File: src/rtl/any1_vmem_seq_if.sv
// Element handshake between the vector memory sequencer and the address generator / memory unit.
// The master drives the element index and request; the slave answers with ack/err.
interface any1_vmem_seq_if #(
  parameter int STEPW = 6
) ();
  logic [STEPW-1:0] step;
  logic             mem_req;
  logic             mem_ack;
  logic             mem_err;
  logic             elem_done;
  logic [STEPW-1:0] elem;

  modport master (
    output step, mem_req, elem_done, elem,
    input  mem_ack, mem_err
  );

  modport slave (
    input  step, mem_req, elem_done, elem,
    output mem_ack, mem_err
  );
endinterface

File: src/rtl/any1_vmem_seq.sv
// Element sequencer for strided/indexed/compressed vector memory ops: walks the active
// elements, presents each index to the address generator and handshakes it with memory.
module any1_vmem_seq #(
  parameter int VLMAX = 64,
  parameter int STEPW = 6
) (
  input  logic             clk,
  input  logic             rst,
  input  logic             start,
  input  logic             is_vec,
  input  logic [STEPW:0]   vl,
  input  logic             mask_en,
  input  logic [VLMAX-1:0] vmask,
  input  logic             flush,
  any1_vmem_seq_if.master  mem,
  output logic             busy,
  output logic             done,
  output logic             fault,
  output logic [STEPW-1:0] fault_elem
);

  typedef enum logic [1:0] {
    IDLE = 2'd0,
    AGEN = 2'd1,
    REQ  = 2'd2,
    FIN  = 2'd3
  } state_t;

  state_t           state_q, state_d;
  logic [STEPW-1:0] step_q, step_d;
  logic [VLMAX-1:0] act_q, act_d;
  logic             fault_q, fault_d;
  logic [STEPW-1:0] fault_elem_q, fault_elem_d;

  logic [STEPW:0]   vl_eff;
  logic [VLMAX-1:0] start_act;
  logic             first_found;
  logic [STEPW-1:0] first_idx;
  logic             next_found;
  logic [STEPW-1:0] next_idx;

  // Active set is latched as one bitmap (length and mask folded together) so the
  // priority encoders only ever search a single vector.
  always_comb begin
    vl_eff    = '0;
    start_act = '0;
    if (is_vec) begin
      vl_eff = (vl > (STEPW+1)'(VLMAX)) ? (STEPW+1)'(VLMAX) : vl;
    end else begin
      vl_eff = (STEPW+1)'(1);
    end
    for (int i = 0; i < VLMAX; i++) begin
      start_act[i] = (i < int'(vl_eff)) && (!(is_vec && mask_en) || vmask[i]);
    end
  end

  always_comb begin
    first_found = 1'b0;
    first_idx   = '0;
    next_found  = 1'b0;
    next_idx    = '0;
    for (int i = VLMAX-1; i >= 0; i--) begin
      if (start_act[i]) begin
        first_found = 1'b1;
        first_idx   = STEPW'(i);
      end
      if (act_q[i] && (i > int'(step_q))) begin
        next_found = 1'b1;
        next_idx   = STEPW'(i);
      end
    end
  end

  always_comb begin
    state_d      = state_q;
    step_d       = step_q;
    act_d        = act_q;
    fault_d      = fault_q;
    fault_elem_d = fault_elem_q;
    if (flush) begin
      state_d = IDLE;
    end else begin
      case (state_q)
        IDLE: begin
          if (start) begin
            act_d        = start_act;
            fault_d      = 1'b0;
            fault_elem_d = '0;
            if (first_found) begin
              step_d  = first_idx;
              state_d = AGEN;
            end else begin
              state_d = FIN;
            end
          end
        end
        AGEN: state_d = REQ;
        REQ: begin
          if (mem.mem_ack) begin
            if (mem.mem_err) begin
              fault_d      = 1'b1;
              fault_elem_d = step_q;
              state_d      = FIN;
            end else if (next_found) begin
              step_d  = next_idx;
              state_d = AGEN;
            end else begin
              state_d = FIN;
            end
          end
        end
        FIN:     state_d = IDLE;
        default: state_d = IDLE;
      endcase
    end
  end

  always_ff @(posedge clk or negedge rst) begin
    if (!rst) begin
      state_q      <= IDLE;
      step_q       <= '0;
      act_q        <= '0;
      fault_q      <= 1'b0;
      fault_elem_q <= '0;
    end else begin
      state_q      <= state_d;
      step_q       <= step_d;
      act_q        <= act_d;
      fault_q      <= fault_d;
      fault_elem_q <= fault_elem_d;
    end
  end

  // Handshake outputs are gated by flush so an aborted cycle never reports completion.
  assign busy          = (state_q != IDLE);
  assign mem.step      = step_q;
  assign mem.elem      = step_q;
  assign mem.mem_req   = (state_q == REQ) && !flush;
  assign mem.elem_done = (state_q == REQ) && mem.mem_ack && !mem.mem_err && !flush;
  assign done          = (state_q == FIN) && !flush;
  assign fault         = done && fault_q;
  assign fault_elem    = fault_elem_q;

endmodule

File: src/flat_wrapper.sv
// flat-port wrapper written by rule: the top's interface ports become plain ports
module any1_vmem_seq_flat 
#(
  parameter int VLMAX = 64,
  parameter int STEPW = 6
)
  (clk, rst, start, is_vec, vl, mask_en, vmask, flush, busy, done, fault, fault_elem, mem_step, mem_mem_req, mem_elem_done, mem_elem, mem_mem_ack, mem_mem_err);
  any1_vmem_seq_if #(.STEPW(STEPW)) mem_i ();
  input  logic clk;
  input  logic rst;
  input  logic start;
  input  logic is_vec;
  input  logic [STEPW:0] vl;
  input  logic mask_en;
  input  logic [VLMAX-1:0] vmask;
  input  logic flush;
  output logic busy;
  output logic done;
  output logic fault;
  output logic [STEPW-1:0] fault_elem;
  output wire logic [$bits(mem_i.step)-1:0] mem_step;
  output wire logic [$bits(mem_i.mem_req)-1:0] mem_mem_req;
  output wire logic [$bits(mem_i.elem_done)-1:0] mem_elem_done;
  output wire logic [$bits(mem_i.elem)-1:0] mem_elem;
  input wire logic [$bits(mem_i.mem_ack)-1:0] mem_mem_ack;
  input wire logic [$bits(mem_i.mem_err)-1:0] mem_mem_err;
  assign mem_step = mem_i.step;
  assign mem_mem_req = mem_i.mem_req;
  assign mem_elem_done = mem_i.elem_done;
  assign mem_elem = mem_i.elem;
  assign mem_i.mem_ack = mem_mem_ack;
  assign mem_i.mem_err = mem_mem_err;
  any1_vmem_seq #(.VLMAX(VLMAX), .STEPW(STEPW)) u_core (.clk(clk), .rst(rst), .start(start), .is_vec(is_vec), .vl(vl), .mask_en(mask_en), .vmask(vmask), .flush(flush), .mem(mem_i), .busy(busy), .done(done), .fault(fault), .fault_elem(fault_elem));
endmodule
File: config.mk
export PLATFORM = sky130hd
export DESIGN_NAME = any1_vmem_seq_flat
export DESIGN_NICKNAME = d
export VERILOG_FILES = /design/src/rtl/any1_vmem_seq_if.sv /design/src/rtl/any1_vmem_seq.sv /design/src/flat_wrapper.sv
export SDC_FILE = /design/constraint.sdc
export NUM_CORES = 1
export LEC_CHECK = 0
export ABC_AREA = 1
export CAP_MARGIN = 20
export CORE_MARGIN = 5
export CORE_UTILIZATION = 30
export DETAILED_ROUTE_END_ITERATION = 16
export PLACE_DENSITY = 0.56
export SYNTH_ARGS = -nofsm -noshare
export SYNTH_HDL_FRONTEND = slang
export SYNTH_SLANG_ARGS = --single-unit
File: constraint.sdc
create_clock -name clk -period 10.7 [get_ports clk]
set_input_delay 1.07 -clock clk [delete_from_list [all_inputs] [get_ports clk]]
set_output_delay 1.07 -clock clk [all_outputs]
set_load 0.02 [all_outputs]
Word-level counts from Yosys, hierarchy flattened --
Index checks and enable logic that the tools add are counted.
Word-level totals: register bits after elaboration 79, output and inout bits 23, logic and storage cells 630
Cells by class: $lt $le $gt $ge 128, equal/unequal tests 11, mux-type cells 277, bitwise gates (word level) 1, reductions and logical operators 208
Operators with widths (number):
- 6-bit two-way mux | 135
- 6-bit by 7-bit less-than comparator with 1-bit output (first input constant) | 32
- 6-bit > comparator (first input constant) | 32
- 1-bit logical AND | 134
- 1-bit two-way mux | 130
- 5-bit by 7-bit less-than comparator with 1-bit output (first input constant) | 16
- 5-bit by 6-bit > comparator with 1-bit output (first input constant) | 16
- 1-bit logical OR | 64
- 4-bit by 7-bit less-than comparator with 1-bit output (first input constant) | 8
- 4-bit by 6-bit > comparator with 1-bit output (first input constant) | 8
- 3-bit by 7-bit less-than comparator with 1-bit output (first input constant) | 4
- 3-bit by 6-bit > comparator with 1-bit output (first input constant) | 4
- 6-bit case mux with 2 select lines | 2
- 1-bit by 7-bit less-than comparator with 1-bit output (first input constant) | 2
- 2-bit by 7-bit less-than comparator with 1-bit output (first input constant) | 2
- 7-bit two-way mux | 2
- 2-bit by 6-bit > comparator with 1-bit output (first input constant) | 2
- 2-bit two-way mux | 6
- 2-bit inequality test (second input constant) | 4
- 2-bit case mux with 4 select lines | 1
- 7-bit > comparator (second input constant) | 1
- 7-bit AND reduction | 1
- 1-bit by 6-bit > comparator with 1-bit output (first input constant) | 1
- 3-bit inequality test (second input constant) | 2
- 11 further kinds | 16

Longest topological paths before layout --
Gate-level depths: netlist (run 1).
depth in word-level cells 73, depth in mapped cells 64

Worst setup path before layout (run 1) --
No wires, ideal clock.
path kind in2reg, start point input port vl[6], end point register u_core.step_q[0], in the netlist u_core.mem.elem[0], setup time 123 ps, arrival 4333 ps, required time 10577 ps, path slack 6245 ps, cell stages on the path 60, buffers on the path 0, cell sequence inv_2 nand3_2 inv_4 nand3_4 inv_4 nand2_2 nand2_1 nand2_1 nand2_1 nand2_1 nand2_1 nand2_1 nand2_1 nand2_1 nand2_1 a21oi_1 o21bai_1 nand2_1 [24 not listed] nand2_1 nand2_1 nand2_1 nand2_1 nand2_1 nand2_1 nand2_1 nand2_1 nand2_1 nand2_1 nand2_1 nand2_1 nand2_1 nand2_1 nand2_1 nand2_1 a21oi_1 a21oi_1
On the way: cells in the longest elaborated chain, start to end 72
RTL lines:
- from (decl) | line flat_wrapper.sv:13 | input logic [STEPW:0] vl;
- 7-bit > comparator | line any1_vmem_seq.sv:48 | vl_eff = (vl > (STEPW+1)'(VLMAX)) ? (STEPW+1)'(VLMAX) : vl;
- 7-bit two-way mux * | line any1_vmem_seq.sv:48
- 7-bit two-way mux * | line any1_vmem_seq.sv:47 | if (is_vec) begin
- 6-bit by 7-bit less-than comparator with 1-bit output | line any1_vmem_seq.sv:53 | start_act[i] = (i < int'(vl_eff)) && (!(is_vec && mask_en) || vmask[i]);
- 1-bit logical AND | line any1_vmem_seq.sv:53
- 6-bit two-way mux (64 in a row) | line any1_vmem_seq.sv:63 | if (start_act[i]) begin
- 6-bit two-way mux | line any1_vmem_seq.sv:89 | if (first_found) begin
- 6-bit two-way mux | line any1_vmem_seq.sv:85 | if (start) begin
- 6-bit case mux with 2 select lines | line any1_vmem_seq.sv:83 | case (state_q)
- to (signal assigned) | line any1_vmem_seq.sv:127 | step_q <= step_d;
- to (decl) | line any1_vmem_seq.sv:30 | logic [STEPW-1:0] step_q, step_d;
Every way passes the cells marked *; elsewhere a longest branch is shown, timed or not. The select of a mux whose other input is x is not followed. A chain may end at the register's enable or synchronous reset.

Final worst setup path (run 1) --
start point input port is_vec, end point register u_core.step_q[0], in the netlist u_core.mem.elem[0]
On the way: cells in the longest elaborated chain, start to end 71
RTL lines:
- from (decl) | line flat_wrapper.sv:12 | input logic is_vec;
- branches (longest 71 deep; another with 6-bit by 7-bit less-than comparator with 1-bit output)
Several ways; the timed one is not identified. The select of a mux whose other input is x is not followed.

==> run_summary.xml, run 1 <==
<?xml version="1.0" encoding="UTF-8"?>
<metrics>
  <group name="floorplan">
    <metric name="die_area" unit="µm²">24000</metric>
    <metric name="die_y" unit="µm">155</metric>
    <metric name="floorplan.core_area" unit="µm²">20800</metric>
    <metric name="ios" unit="">102</metric>
    <metric name="initial_core_util" unit="">0.302</metric>
    <metric name="fp-row-count" unit="">53</metric>
    <metric name="die_x" unit="µm">155</metric>
  </group>
  <group name="global_routing">
    <metric name="global_route_wire_length_before_repair" unit="µm">36400</metric>
    <metric name="met2_usage" unit="">0.287</metric>
    <metric name="grt.total_usage" unit="">0.190</metric>
    <metric name="grt.overflow.total" unit="">0</metric>
    <metric name="vias_in_the_first_global_route" unit="">6685</metric>
    <metric name="globalRoute.busiestLayer" unit="">met2</metric>
    <metric name="met1_global_route_usage" unit="">0.277</metric>
    <metric name="grt_max_degree" unit="">105</metric>
    <metric name="grt.met3_usage" unit="">0.0275</metric>
    <metric name="number_of_antenna_violations_at_the_first_check_in_global_routing" unit="">0</metric>
  </group>
  <group name="route">
    <metric name="post_drt_wl_per_cell" unit="µm">16.5</metric>
    <metric name="route.final.wire_length" unit="µm">23100</metric>
    <metric name="drcViolationCount" unit="">0</metric>
    <metric name="dr.pass1.iters" unit="">7</metric>
    <metric name="detail-route-antenna-nets" unit="">0</metric>
    <metric name="via_count" unit="">7041</metric>
    <metric name="viasPerCell" unit="">5.02</metric>
    <metric name="drt_iter0_markers" unit="">501</metric>
  </group>
  <group name="timing">
    <metric name="final_hold_viol_count" unit="">0</metric>
    <metric name="min_period" unit="ns">5.52</metric>
    <metric name="achievable-frequency" unit="MHz">181</metric>
    <metric name="grt_setup_unrepaired" unit="">no</metric>
    <metric name="holdWs" unit="ns">0.487</metric>
    <metric name="drv_slew" unit="">0</metric>
    <metric name="fin_skew" unit="ns">0.0114</metric>
    <metric name="tightest_slew" unit="ns">0.858</metric>
    <metric name="finalCritPeriodShare" unit="">0.516</metric>
    <metric name="relSlewSlack" unit="">0.428</metric>
    <metric name="setup_violations" unit="">0</metric>
    <metric name="fin_setup_tns" unit="ns">0</metric>
  </group>
  <group name="logic_synthesis">
    <metric name="area_leader_netlist" unit="">dfrtp_1</metric>
    <metric name="async_flop_share" unit="">1.00</metric>
    <metric name="netlist_instances" unit="">1037</metric>
    <metric name="synth.lib_cells_used.distinct" unit="">46</metric>
    <metric name="synth_top_flop_cell" unit="">dfrtp_1</metric>
    <metric name="post_synth_main_area_contributors" unit="">dfrtp_1 31%, nand2_1 19%, nor2_1 8.6%, o21ai_0 8.6%, inv_1 8.0%</metric>
    <metric name="syn-mean-instance-area" unit="µm²">6.07</metric>
    <metric name="ys_warn_count" unit="">0</metric>
    <metric name="synth-edff-count" unit="">0</metric>
    <metric name="syn_area" unit="µm²">6300</metric>
    <metric name="synthesis.nets" unit="">1116</metric>
    <metric name="synth_seq_cells" unit="">78</metric>
    <metric name="synth_seq_area_share" unit="">0.310</metric>
    <metric name="yosysTopAreaCellShare" unit="">0.310</metric>
  </group>
  <group name="power">
    <metric name="power_frac_clock" unit="">0.228</metric>
    <metric name="swShare" unit="">0.450</metric>
    <metric name="share_seq_of_total_power" unit="">0.317</metric>
    <metric name="cellPowerDensity" unit="nW/µm²">179</metric>
    <metric name="cellInternalPower" unit="µW">774</metric>
    <metric name="total_leakage_power" unit="µW">0.00381</metric>
    <metric name="comb_power_share" unit="">0.455</metric>
    <metric name="max-vdd-ir-drop" unit="mV">0.0832</metric>
    <metric name="power.net_switching" unit="µW">634</metric>
  </group>
  <group name="cts">
    <metric name="cts_num_sinks" unit="">78</metric>
    <metric name="clk_transition_reported_paths" unit="ns">0.07</metric>
    <metric name="htreeDepth" unit="">3</metric>
    <metric name="postCtsSetupRepairBufs" unit="">0</metric>
    <metric name="ctsHoldBuffers" unit="">0</metric>
    <metric name="cts.root.buffer_cell" unit="">clkbuf_16</metric>
    <metric name="post_cts_resized" unit="">0</metric>
    <metric name="clk_path_buf_depth" unit="">2</metric>
    <metric name="insertion_delay" unit="ns">0.35</metric>
    <metric name="tritoncts_buffer_count" unit="">9</metric>
    <metric name="cts_tree" unit="">done</metric>
  </group>
  <group name="status">
    <metric name="outcome" unit="">complete, no violations</metric>
  </group>
  <group name="layout">
    <metric name="layout.cells.non_filler" unit="">1402</metric>
    <metric name="multi_input_area" unit="µm²">3650</metric>
    <metric name="synthToLayoutAreaGrowth" unit="%">25.1</metric>
    <metric name="post-route-util" unit="">0.379</metric>
    <metric name="post_route_cells_drive_above_1_share" unit="">0.0444</metric>
    <metric name="post-route-cell-area" unit="µm²">7880</metric>
    <metric name="regArea" unit="µm²">1950</metric>
    <metric name="n_fill_cell" unit="">2303</metric>
    <metric name="num-nets-final" unit="">1201</metric>
    <metric name="number_of_antenna_repair_diodes" unit="">0</metric>
  </group>
  <group name="critical_path">
    <metric name="end_kind" unit="">flop</metric>
    <metric name="setup.worst_path.start_class" unit="">primary input</metric>
    <metric name="critical_path_arrival" unit="ns">5.76</metric>
    <metric name="worst-path-max-fanout" unit="">64</metric>
    <metric name="worstSetupPathType" unit="">primary input to flop</metric>
    <metric name="crit_slowest_cell" unit="">clkdlybuf4s50_1</metric>
    <metric name="timing.critical_path.mode_cell" unit="">nand2_1</metric>
    <metric name="crit_required" unit="ns">10.94</metric>
    <metric name="critical_path.max_stage_delay" unit="ns">0.58</metric>
  </group>
  <group name="placed_design">
    <metric name="dpl.cell_count" unit="">1385</metric>
    <metric name="hpwlAfterDp" unit="µm">18600</metric>
    <metric name="globalplace.congestion" unit="">0.928</metric>
    <metric name="post_dp_cell_area" unit="µm²">7550</metric>
    <metric name="numPortBuffers" unit="">101</metric>
  </group>
  <group name="run">
    <metric name="max_cap_violations" unit="">0</metric>
  </group>
  <group name="min_path">
    <metric name="hp-class" unit="">flop to flop</metric>
  </group>
</metrics>
==> logic make-up after synthesis <==
family / share of synthesized area
AND/OR/NAND/NOR: 0.367
flip-flops: 0.310
buffers and inverters: 0.112
AO/OA/AOI/OAI: 0.211
==> final cells by class <==
| type | instances | area share |
|---|---|---|
| Multi-Input combinational cell | 779 | 0.464 |
| Sequential cell | 78 | 0.248 |
| Timing Repair Buffer | 106 | 0.135 |
| Inverter | 148 | 0.0711 |
| Tap cell | 275 | 0.0437 |
| Clock buffer | 9 | 0.0286 |
| Clock inverter | 7 | 0.0102 |
==> through the flow <==
stage                     power, µW  setup WS, ns
after floorplan                 850          6.24
after global placement         1080          4.84
after detailed placement       1080          4.84
after CTS                      1410          5.19
after global routing           1510          4.54
final                          1410          5.18
==> per-layer routing <==
metal,vias up,part of all wire
li1,3582,-
met1,3174,0.49
met2,240,0.43
met3,45,0.052
met4,0,0.030
met5,-,0
==> registers in the layout, summed over array words and instances, names as in the netlist <==
signal / count
u_core.fault_q: 1
u_core.state_q: 2
u_core.act_q: 63
u_core.mem.elem: 6
u_core.fault_elem: 6
==> worst max-delay path, delay by kind of cell <==
kind | cells | cell delay [ns]
buffers and inverters | 3 | 0.96
AND/OR/NAND/NOR | 49 | 2.70
AO/OA/AOI/OAI | 5 | 1.00
==> final timing paths <==
path | start | to | slack [ns] | cells past startpoint
setup / recovery | is_vec | u_core.mem.elem[0] | 5.18 | 57
hold / removal | u_core.act_q[16] | u_core.act_q[16] | 0.49 | 2
setup reg to reg | u_core.mem.elem[5] | u_core.mem.elem[0] | 5.91 | 63
hold reg to reg | u_core.act_q[16] | u_core.act_q[16] | 0.49 | 2
max in group asynchronous | rst | u_core.act_q[61] | 9.57 | 2
min in group asynchronous | rst | u_core.fault_q | 0.54 | 1
==> cells in the mapped netlist, types with 3 or more instances <==
cell type,n
o31ai_1,3
nor3_1,28
o22ai_1,14
nand2_2,4
nor2_1,145
o211ai_1,7
a21oi_1,27
o21ai_0,108
inv_2,8
clkbuf_1,20
a31oi_1,14
inv_1,135
o2111ai_1,3
clkinv_1,3
buf_4,6
nor4_1,9
a22oi_1,4
dfrtp_1,78
nand4_1,10
nand3_1,32
o221ai_1,22
buf_2,4
o21bai_1,4
nand2_1,317
==> cell usage in the layout (no fill, tap or decap), drive strengths merged, types with 2 or more instances in the layout <==
| cell | count |
|---|---|
| nand2 | 323 |
| inv | 148 |
| nor2 | 147 |
| o21ai | 110 |
| clkdlybuf4s50 | 100 |
| dfrtp | 78 |
| nand3 | 35 |
| nor3 | 30 |
| a21oi | 28 |
| o221ai | 22 |
| o22ai | 14 |
| a31oi | 14 |
| nand4 | 10 |
| nor4 | 9 |
| clkbuf | 9 |
| o211ai | 7 |
| buf | 6 |
| o21bai | 4 |
| a22oi | 4 |
| clkinv | 4 |
| o31ai | 3 |
| o2111ai | 3 |
| o311ai | 2 |
| a211oi | 2 |
| a41oi | 2 |
| and2 | 2 |
| a21boi | 2 |
| clkinvlp | 2 |
==> power by group through the flow <==
stage	clock network, µW	registers (µW)	logic [µW]
after floorplan	0	412	438
after global placement	0	448	635
after detailed placement	0	448	631
after CTS	330	443	633
after global routing	338	453	718
final	321	446	640
No activity file was read; power rests on OpenSTA's default activity.
==> run 2: changes to the inputs <==
PLACE_DENSITY = 0.58   (was 0.56)
clock period = 4.45 ns   (was 10.7 ns; I/O delays follow)
==> run 2 against run 1 <==
Against the previous run:
- combinational power increased to 2.8 times the previous value
- largest cell class unchanged
- sequential power increased by 130%
- final cell count increased by 7.2%
- hold slack got worse by 0.45 ns
- power increased to 2.6 times the previous value
- clock skew decreased by 0.0015 ns
- critical endpoint unchanged
==> run_summary.xml, run 2 (same netlist as run 1, synthesis figures left out) <==
<?xml version="1.0" encoding="UTF-8"?>
<metrics>
  <group name="placed_design">
    <metric name="numPortBuffers" unit="">101</metric>
    <metric name="post_dp_cell_area" unit="µm²">8240</metric>
    <metric name="globalplace.congestion" unit="">0.990</metric>
    <metric name="preCtsSetupSlack" unit="ns">-0.275</metric>
    <metric name="hpwlAfterDp" unit="µm">19600</metric>
    <metric name="dpl.cell_count" unit="">1477</metric>
  </group>
  <group name="power">
    <metric name="swShare" unit="">0.428</metric>
    <metric name="max-vdd-ir-drop" unit="mV">0.199</metric>
    <metric name="power_frac_clock" unit="">0.225</metric>
    <metric name="comb_power_share" unit="">0.494</metric>
    <metric name="cellInternalPower" unit="µW">2100</metric>
    <metric name="share_seq_of_total_power" unit="">0.281</metric>
    <metric name="cellPowerDensity" unit="nW/µm²">420</metric>
    <metric name="total_leakage_power" unit="µW">0.00435</metric>
    <metric name="power.net_switching" unit="µW">1580</metric>
  </group>
  <group name="global_routing">
    <metric name="number_of_antenna_violations_at_the_first_check_in_global_routing" unit="">0</metric>
    <metric name="grt_max_degree" unit="">61</metric>
    <metric name="grt.overflow.total" unit="">0</metric>
    <metric name="grt.total_usage" unit="">0.191</metric>
    <metric name="global_route_wire_length_before_repair" unit="µm">36700</metric>
    <metric name="vias_in_the_first_global_route" unit="">6890</metric>
  </group>
  <group name="route">
    <metric name="drcViolationCount" unit="">0</metric>
    <metric name="drt_iter0_markers" unit="">532</metric>
    <metric name="post_drt_wl_per_cell" unit="µm">15.9</metric>
    <metric name="detail-route-antenna-nets" unit="">0</metric>
    <metric name="dr.pass1.iters" unit="">6</metric>
    <metric name="viasPerCell" unit="">5.00</metric>
    <metric name="route.final.wire_length" unit="µm">23900</metric>
    <metric name="via_count" unit="">7510</metric>
  </group>
  <group name="timing">
    <metric name="finalCritPeriodShare" unit="">0.951</metric>
    <metric name="tightest_slew" unit="ns">0.691</metric>
    <metric name="grt_setup_unrepaired" unit="">yes</metric>
    <metric name="min_period" unit="ns">4.23</metric>
    <metric name="achievable-frequency" unit="MHz">236</metric>
    <metric name="relSlewSlack" unit="">0.535</metric>
    <metric name="final_critical_path_setup_slack" unit="ns">0.219</metric>
    <metric name="final_hold_viol_count" unit="">0</metric>
    <metric name="drv_slew" unit="">0</metric>
    <metric name="setup_violations" unit="">0</metric>
    <metric name="fin_skew" unit="ns">0.00991</metric>
  </group>
  <group name="layout">
    <metric name="top_register" unit="">u_core.act_q</metric>
    <metric name="post_route_cells_drive_above_1_share" unit="">0.144</metric>
    <metric name="number_of_antenna_repair_diodes" unit="">0</metric>
    <metric name="final_common_cell" unit="">nand2_1</metric>
    <metric name="num-nets-final" unit="">1302</metric>
    <metric name="layout_common_cells" unit="">311 x nand2_1, 138 x nor2_1, 132 x inv_1</metric>
    <metric name="flip_flop_count_of_the_largest_register_all_copies_and_words_added" unit="">63</metric>
    <metric name="layout.cells.non_filler" unit="">1503</metric>
    <metric name="n_fill_cell" unit="">2256</metric>
    <metric name="post-route-cell-area" unit="µm²">8770</metric>
    <metric name="synthToLayoutAreaGrowth" unit="%">39.3</metric>
  </group>
  <group name="critical_path">
    <metric name="crit-reg2reg-capture" unit="">u_core.mem.elem[0]</metric>
    <metric name="worst_r2r_path_depth" unit="">58</metric>
    <metric name="crit_required" unit="ns">4.67</metric>
    <metric name="worst-path-max-fanout" unit="">5</metric>
    <metric name="timing.critical_path.mode_cell" unit="">nand2_1</metric>
    <metric name="crit_slowest_cell" unit="">clkdlybuf4s50_1</metric>
    <metric name="setup.worst_path.start" unit="">vl[4]</metric>
    <metric name="worstSetupPathType" unit="">primary input to flop</metric>
    <metric name="end_kind" unit="">flop</metric>
    <metric name="worst-r2r-setup-slack" unit="ns">0.29</metric>
    <metric name="critical_path_arrival" unit="ns">4.45</metric>
    <metric name="timing.rr.start" unit="">u_core.mem.elem[3]</metric>
    <metric name="critical_path.max_stage_delay" unit="ns">0.58</metric>
    <metric name="setup.worst_path.start_class" unit="">primary input</metric>
  </group>
  <group name="cts">
    <metric name="ctsHoldBuffers" unit="">0</metric>
    <metric name="insertion_delay" unit="ns">0.34</metric>
    <metric name="cts.root.buffer_cell" unit="">clkbuf_16</metric>
    <metric name="htreeDepth" unit="">3</metric>
    <metric name="tritoncts_buffer_count" unit="">9</metric>
    <metric name="clk_transition_reported_paths" unit="ns">0.07</metric>
    <metric name="cts_tree" unit="">done</metric>
    <metric name="clk_path_buf_depth" unit="">2</metric>
    <metric name="cts_num_sinks" unit="">78</metric>
  </group>
  <group name="floorplan">
    <metric name="floorplan.core_area" unit="µm²">20800</metric>
    <metric name="ios" unit="">102</metric>
    <metric name="die_x" unit="µm">155</metric>
    <metric name="die_area" unit="µm²">24000</metric>
    <metric name="die_y" unit="µm">155</metric>
    <metric name="initial_core_util" unit="">0.302</metric>
    <metric name="fp-row-count" unit="">53</metric>
  </group>
  <group name="status">
    <metric name="outcome" unit="">complete, no violations</metric>
  </group>
  <group name="run">
    <metric name="max_cap_violations" unit="">0</metric>
  </group>
  <group name="min_path">
    <metric name="hp-class" unit="">primary input to async pin</metric>
  </group>
</metrics>
==> run 2: cell count changes in the layout (fill, tap and decap cells not counted), moves of 4 or more <==
cell	previous run	this run
nand2_1	316	311
nand2_2	5	9
nor2_1	145	138
buf_4	5	104
dfrtp_2	0	5
clkdlybuf4s50_1	100	95
dlymetal6s2s_1	0	5
dfrtp_1	78	73
nor2_2	1	6
==> run 2: cell type report <==
class	instances	area, µm²	share of cell area
Sequential cell	78	1960	0.223
Clock inverter	7	114	0.0130
Timing Repair Buffer	207	1820	0.208
Tap cell	275	344	0.0392
Clock buffer	9	225	0.0257
Inverter	148	561	0.0639
Multi-Input combinational cell	779	3750	0.427
==> run 2: worst max-delay path, delay by kind of cell <==
family,cells,cell delay (ns)
buffers and inverters,3,0.82
AND/OR/NAND/NOR,48,2.73
AO/OA/AOI/OAI,4,0.46
==> run 2: worst max path at each step <==
stage / end / slack, ns / depth (start not counted)
6_report: u_core.mem.elem[0] / 0.22 / 55
5_1_grt: u_core.mem.elem[0] / -0.37 / 63
4_1_cts: u_core.mem.elem[0] / 0.06 / 55
3_5_place_dp: u_core.mem.elem[0] / -0.28 / 55
3_3_place_gp: u_core.mem.elem[0] / -0.27 / 60
2_1_floorplan: u_core.mem.elem[0] / 0.52 / 64
==> run 2: metrics by stage <==
stage          power (µW)   util  hold slack [ns]  TNS, ns
6_report             3680  0.421           0.0330        0
5_1_grt              3950  0.421           0.0611   -0.368
4_1_cts              3570  0.412           0.0457        0
3_5_place_dp         2730  0.396            0.411   -0.275
3_3_place_gp         2730  0.396            0.408   -0.270
2_1_floorplan        2040      -            0.149        0
==> run 2: repair_timing <==
item / in CTS / in global routing
resized for setup: 0 / 41
buffers inserted: 0 / 9
hold endpoints to repair: 0 / 0
endpoints found under the setup margin: 0 / 1
==> run 2: power groups by stage <==
stage / Clock (µW) / Combinational, µW / Sequential (µW)
final: 827 / 1820 / 1040
after global routing: 875 / 2020 / 1050
after CTS: 839 / 1710 / 1020
after detailed placement: 0 / 1700 / 1030
after global placement: 0 / 1700 / 1030
after floorplan: 0 / 1050 / 990
==> run 2: metal layers <==
layer  GRT usage  share of wire  vias to the layer above
met5           0              0                        -
met4      0.0526          0.029                        0
met3      0.0256          0.054                       41
met2       0.299           0.44                      274
met1       0.278           0.48                     3413
li1            -              -                     3782
